## src/rtl/peek_fifo_param_pkg.sv

```systemverilog
// Shared types, limits and helpers for the parametrised peek FIFO.
package peek_fifo_pkg;

  localparam int WIDTH_MIN = 1;
  localparam int WIDTH_MAX = 32;
  localparam int DEPTH_MIN = 2;
  localparam int DEPTH_MAX = 256;

  // Accepted-operation pair {push, pop} as seen by the occupancy counter.
  typedef enum logic [1:0] {
    FIFO_OP_NONE = 2'b00,
    FIFO_OP_POP  = 2'b01,
    FIFO_OP_PUSH = 2'b10,
    FIFO_OP_BOTH = 2'b11
  } fifo_op_e;

  function automatic int fifo_aw(input int depth);
    return $clog2(depth);
  endfunction

  function automatic bit fifo_params_ok(input int width, input int depth);
    return (width >= WIDTH_MIN) && (width <= WIDTH_MAX) &&
           (depth >= DEPTH_MIN) && (depth <= DEPTH_MAX) &&
           ((depth & (depth - 1)) == 0);
  endfunction

endpackage

```

## src/rtl/peek_fifo_param_wrap_ptr.sv

```systemverilog
// Free-running circular pointer; wraps by natural AW-bit overflow.
module fifo_wrap_ptr #(
  parameter int AW = 4
) (
  input  logic          clk,
  input  logic          reset,
  input  logic          clr,
  input  logic          inc,
  output logic [AW-1:0] ptr
);

  logic [AW-1:0] ptr_q;
  logic [AW-1:0] ptr_d;

  always_comb begin
    ptr_d = ptr_q;
    if (clr) begin
      ptr_d = {AW{1'b0}};
    end else if (inc) begin
      ptr_d = ptr_q + AW'(1);
    end else begin
      ptr_d = ptr_q;
    end
  end

  always_ff @(posedge clk) begin
    if (reset) begin
      ptr_q <= {AW{1'b0}};
    end else begin
      ptr_q <= ptr_d;
    end
  end

  assign ptr = ptr_q;

endmodule

```

## src/rtl/peek_fifo_param.sv

```systemverilog
// Circular-buffer FIFO with random-access peek relative to the head.
// Optional sticky overflow/underflow flags via PEEK_FIFO_ERR_FLAGS_EN.
module peek_fifo_param
  import peek_fifo_pkg::*;
#(
  parameter int WIDTH = 6,
  parameter int DEPTH = 16,
  parameter int AW    = fifo_aw(DEPTH)
) (
  input  logic             clk,
  input  logic             reset,
  input  logic             flush,
  input  logic             wr_en,
  input  logic [WIDTH-1:0] wr_data,
  input  logic             pop,
  input  logic [AW-1:0]    peek,
  output logic [WIDTH-1:0] data_out,
  output logic             peek_valid,
  output logic             empty_n,
  output logic             ready,
`ifdef PEEK_FIFO_ERR_FLAGS_EN
  input  logic             clr_err,
  output logic             overflow,
  output logic             underflow,
`endif
  output logic [AW:0]      count
);

  localparam logic [AW:0] FULL_CNT = DEPTH[AW:0];

  logic [WIDTH-1:0] mem_q [DEPTH];
  logic [AW:0]      count_q;
  logic [AW:0]      count_d;
  logic [AW-1:0]    rd_ptr_s;
  logic [AW-1:0]    wr_ptr_s;
  logic [AW-1:0]    rd_idx_s;
  logic             pop_ok_s;
  logic             push_ok_s;
  fifo_op_e         op_s;

  assign empty_n    = (count_q != {(AW+1){1'b0}});
  assign ready      = (count_q != FULL_CNT);
  assign peek_valid = ({1'b0, peek} < count_q);

  // A pop frees the slot a simultaneous push needs, so full+push+pop is legal.
  assign pop_ok_s  = pop && empty_n && !flush;
  assign push_ok_s = wr_en && (ready || pop_ok_s) && !flush;
  assign op_s      = fifo_op_e'({push_ok_s, pop_ok_s});

  fifo_wrap_ptr #(.AW(AW)) u_rd_ptr (
    .clk   (clk),
    .reset (reset),
    .clr   (flush),
    .inc   (pop_ok_s),
    .ptr   (rd_ptr_s)
  );

  fifo_wrap_ptr #(.AW(AW)) u_wr_ptr (
    .clk   (clk),
    .reset (reset),
    .clr   (flush),
    .inc   (push_ok_s),
    .ptr   (wr_ptr_s)
  );

  always_comb begin
    count_d = count_q;
    if (flush) begin
      count_d = {(AW+1){1'b0}};
    end else begin
      case (op_s)
        FIFO_OP_PUSH: count_d = count_q + (AW+1)'(1);
        FIFO_OP_POP:  count_d = count_q - (AW+1)'(1);
        default:      count_d = count_q;
      endcase
    end
  end

  always_ff @(posedge clk) begin
    if (reset) begin
      count_q <= {(AW+1){1'b0}};
    end else begin
      count_q <= count_d;
    end
  end

  // Storage is deliberately not reset; invalid entries are masked by peek_valid.
  always_ff @(posedge clk) begin
    if (push_ok_s && !reset) begin
      mem_q[wr_ptr_s] <= wr_data;
    end
  end

  assign rd_idx_s = rd_ptr_s + peek;

  always_comb begin
    data_out = {WIDTH{1'b0}};
    if (peek_valid) begin
      data_out = mem_q[rd_idx_s];
    end else begin
      data_out = {WIDTH{1'b0}};
    end
  end

  assign count = count_q;

`ifdef PEEK_FIFO_ERR_FLAGS_EN
  logic overflow_q;
  logic overflow_d;
  logic underflow_q;
  logic underflow_d;
  logic ovf_set_s;
  logic unf_set_s;

  assign ovf_set_s = wr_en && !ready && !pop_ok_s && !flush;
  assign unf_set_s = pop && !empty_n && !flush;

  // Set wins over clear so an event coinciding with clr_err is never lost.
  always_comb begin
    overflow_d  = overflow_q;
    underflow_d = underflow_q;
    if (ovf_set_s) begin
      overflow_d = 1'b1;
    end else if (clr_err) begin
      overflow_d = 1'b0;
    end else begin
      overflow_d = overflow_q;
    end
    if (unf_set_s) begin
      underflow_d = 1'b1;
    end else if (clr_err) begin
      underflow_d = 1'b0;
    end else begin
      underflow_d = underflow_q;
    end
  end

  always_ff @(posedge clk) begin
    if (reset) begin
      overflow_q  <= 1'b0;
      underflow_q <= 1'b0;
    end else begin
      overflow_q  <= overflow_d;
      underflow_q <= underflow_d;
    end
  end

  assign overflow  = overflow_q;
  assign underflow = underflow_q;
`endif

endmodule

```

## config.mk

```make
export PLATFORM = sky130hd
export DESIGN_NAME = peek_fifo_param
export DESIGN_NICKNAME = d
export VERILOG_FILES = /design/src/rtl/peek_fifo_param_pkg.sv /design/src/rtl/peek_fifo_param_wrap_ptr.sv /design/src/rtl/peek_fifo_param.sv
export SDC_FILE = /design/constraint.sdc
export NUM_CORES = 1
export LEC_CHECK = 0
export ABC_AREA = 1
export CORE_MARGIN = 10
export CORE_UTILIZATION = 64
export DETAILED_ROUTE_END_ITERATION = 12
export MAX_ROUTING_LAYER = met4
export PLACE_DENSITY = 0.85
export SYNTH_ARGS = -nofsm -noshare
export SYNTH_HDL_FRONTEND = slang
export SYNTH_SLANG_ARGS = --single-unit
```

## constraint.sdc

```tcl
create_clock -name clk -period 6.05 [get_ports clk]
set_input_delay 0.9075 -clock clk [delete_from_list [all_inputs] [get_ports clk]]
set_output_delay 0.9075 -clock clk [all_outputs]
set_load 0.05 [all_outputs]
```

==> results.txt <==
- Starting density of the core: 0.654
- Of the total synthesized cell area, the portion taken by XOR and XNOR cells is 0.0122.
- For this design the top-level I/O count stands at 29.
* Count of synthesis-stage warnings from yosys: 0
* Quantity of gates resized following cts: 0
* Vertical die dimension: roughly 110 um
- Portion of netlist area occupied by mux cells: 0
- Global-route wire length before repair: roughly 17 mm
- Max-cap violations in this run came to 0.
- STA classifies the critical path startpoint as an input port.
* Worst-path clk slew: ~0.10 ns
- In this run the tightest slew margin relative to its limit is 0.410.
* Starting DRT DRC Count: 295
- The number of global-route vias before repair came to 3,559.
- Clock buffers created by TritonCTS: 9
* NetSw: between 0.3 and 0.4 mW
- Async set or reset register ratio after synthesis: 0
* Detailed Routing Iterations Pass 1: 5
- The min-delay analysis places its worst path in the category register to register.
* Total detailed-routing wirelength: 11.0 mm
* Synthesized-area fraction occupied by ao, oa, aoi and oai cells: 0.0281
* Remaining global-route overflow: 0
- Period utilization: 0.837
- Count of endpoints failing hold in the final timing report: 0
- Worst flop-to-flop path endpoint: count[4]
* Time the final worst path needs with I/O delays and setup: approximately 5.1 ns
- Number of flops mapped to enable cells by yosys: 96
- In the final layout, the share of cells above drive strength 1 is 0.0349.
- Pwr/cell area: around 260 nW/um^2
- The number of antenna violations at the first check in global routing is 0.
- In the routed design, unresolved DRC markers number 0.
* Proportion of power drawn by flip-flops and latches: 0.572
- Maximum clock rate: around 200 MHz
- Summed over all cells, the static leakage comes to 2.25 nW.
- Critical path class: input port to primary output
* Post-synthesis share of cell area spent on full adders, half adders and majority gates: 0.0453
* Power share of the clock group: 0.294
- Counting distinct cell types in the post-synthesis netlist gives 22.
- Core Region: a little under 8000 um^2
- Worst voltage drop across the vdd grid: ~0.15 mV
- ANT nets after route: 0
- In this run the worst path has a maximum fanout of 24.
* Internal power component: 1.07 mW
* Largest net degree at the start of global routing: 49
- Flops & latches, synth: approximately 110
- The floorplan step set the die width to between 100 and 150 um.
- After synthesis the cells add up to around 5000 um^2.
- Fraction of the mapped netlist area in simple logic gates: 0.236
* Total track usage: 0.195
- Critical path required time: between 5 and 6 ns
* GPL Wtd Cong: around 0.90
- The share of the Yosys chip area taken by registers is 0.625.
- The number of nets handed over by synthesis was approximately 550.
- In this run the number of H-tree levels came out at 3.
- Average wire per cell in the routed design: around 17 um
* Placed wire-length estimate: ~7.3 mm
* Clock insertion delay at the later pin of the skew report: around 0.37 ns
- After detailed routing, the number of vias per cell comes to around 5.6.
* Post-Synthesis Cells: roughly 520
* Switch share: 0.259
- STA puts the critical path data arrival time at 4.16 ns.
- Summing over every cut layer, the via total after detailed routing is around 3,600.
- Summed over all failing endpoints, the final setup total negative slack is 0 ns.
- Area growth syn-to-layout: 10.3%
- Type of destination of the critical path: primary output
- Number of setup buffers added after CTS: 0
- Setup slack on the worst flop-to-flop path: approximately 3.6 ns
- Count of endpoints failing setup in the final report: 0
* Total inserted antenna cells: 0
* Unrepaired setup endpoints after global routing: no
* Worst setup path endpoint: data_out[4]
* Largest family of logic cells by synthesized area: simple AND/OR/NAND/NOR gates
- Max-slew violation count: 0
* Clock Skews: approximately 0.010 ns
* Floorplan die area: 11,800 um^2
- Total number of placement rows: 32
- Util after Layout: 0.722
* Number of cells in the design after placement: ~630
* Commonest register cell after synthesis: edfxtp_1
- CTS saw approximately 110 sinks.
- The share of total power dissipated in combinational logic is 0.134.
* Count of input and output buffers: 28
* Depth of the most critical reg-to-reg path: 11
- Worst setup startpoint: peek[0]
* Final cell count without fillers: around 650
* Clock root buffer master: clkbuf_8
- In this run the critical register-to-register path is launched from count[1].
- Hold buffers post-CTS: 0
- Post-layout net count: about 570
- Maximum number of buffers from clock root to sink: 2
* CTS tree: done
* Result of the run: finished clean
* Worst-Margin Slew: approximately 0.88 ns
- Avg Synthesized Cell Area: between 9 and 10 um^2
registers in the layout, indices dropped and copies added (netlist names):
| register | flops |
|---|---|
| mem_q | 96 |
| count | 5 |
| u_wr_ptr.ptr | 4 |
| u_rd_ptr.ptr | 4 |
placed cells by master, fill, tap and decap left out, drive strengths merged:
master / n
edfxtp: 96
dfxtp: 13
a21oi: 17
fa: 2
nand3: 58
bufinv: 1
clkbuf: 9
o221ai: 1
nand3b: 1
nand2: 202
clkinvlp: 4
o21a: 1
o21ai: 8
nor2: 28
clkinv: 1
nand4: 4
xnor2: 4
xor2: 3
inv: 45
buf: 3
ha: 15
clkdlybuf4s50: 28
power by group through the flow:
stage | logic, mW | registers, mW | clock network (mW)
final | 0.194 | 0.825 | 0.424
after global routing | 0.212 | 0.825 | 0.454
after CTS | 0.192 | 0.825 | 0.427
after detailed placement | 0.191 | 0.842 | 0
after global placement | 0.187 | 0.841 | 0
after floorplan | 0.123 | 0.846 | 0
worst max-delay path, cell delays in order:
cell and delay [ns]:
clkdlybuf4s50_1 0.49, ha_1 0.17, inv_1 0.05, fa_1 0.46, inv_1 0.66, nand3_1 0.17
nand2_1 0.11, nand2_1 0.05, nand2_1 0.06, nand2_1 0.04, a21oi_1 0.14, clkdlybuf4s50_1 0.84
layer usage:
layer	track usage	routed length (um)
met5	-	0
met2	0.319	5260
met4	0.0659	160
met3	0.0419	968
met1	0.237	4640
stage by stage:
step	setup WS, ns	hold slack [ns]	power, mW	area, um^2
after floorplan	2.06	0.451	0.969	5030
after global placement	1.11	0.479	1.03	5360
after detailed placement	1.06	0.480	1.03	5360
after CTS	1.04	0.493	1.44	5550
after global routing	0.803	0.527	1.49	5550
final	0.986	0.493	1.44	5550
worst min-delay path by stage:
stage / slack (ns) / start / end / cells after the start
after floorplan: 0.45 / u_rd_ptr.ptr[2] / u_rd_ptr.ptr[2] / 2
after global placement: 0.48 / u_rd_ptr.ptr[2] / u_rd_ptr.ptr[2] / 2
after detailed placement: 0.48 / u_rd_ptr.ptr[2] / u_rd_ptr.ptr[2] / 2
after CTS: 0.49 / u_rd_ptr.ptr[2] / u_rd_ptr.ptr[2] / 2
after global routing: 0.53 / u_rd_ptr.ptr[2] / u_rd_ptr.ptr[2] / 2
final: 0.49 / u_rd_ptr.ptr[2] / u_rd_ptr.ptr[2] / 2
synth_stat cells (4+ instances only):
library cell | count | area (um^2)
a21oi_1 | 17 | 85.1
nand2_1 | 202 | 758
dfxtp_1 | 13 | 260
buf_2 | 9 | 45.0
clkbuf_1 | 5 | 18.8
nor2_1 | 28 | 105
xnor2_1 | 4 | 35.0
o21ai_0 | 8 | 40.0
ha_1 | 15 | 188
inv_1 | 44 | 165
nand4_1 | 4 | 25.0
edfxtp_1 | 96 | 2880
nand3_1 | 58 | 290
cell type report:
type | count | area (um^2)
Sequential cell | 109 | 3140
Fill cell | 543 | 2140
Multi-Input combinational cell | 344 | 1620
Timing Repair Buffer | 31 | 303
Inverter | 45 | 169
Tap cell | 102 | 128
Clock buffer | 9 | 124
Clock inverter | 6 | 65.1
cells by family (layout without fill, tap and decap cells):
family,count (synthesis),count (layout)
AOI/OAI and AO/OA,27,27
buffers and inverters,64,91
adders and majority gates,17,17
DFF,109,109
xor gates and xnor gates,7,7
and+or+nand+nor,293,293
No activity file was read; power rests on OpenSTA's default activity.
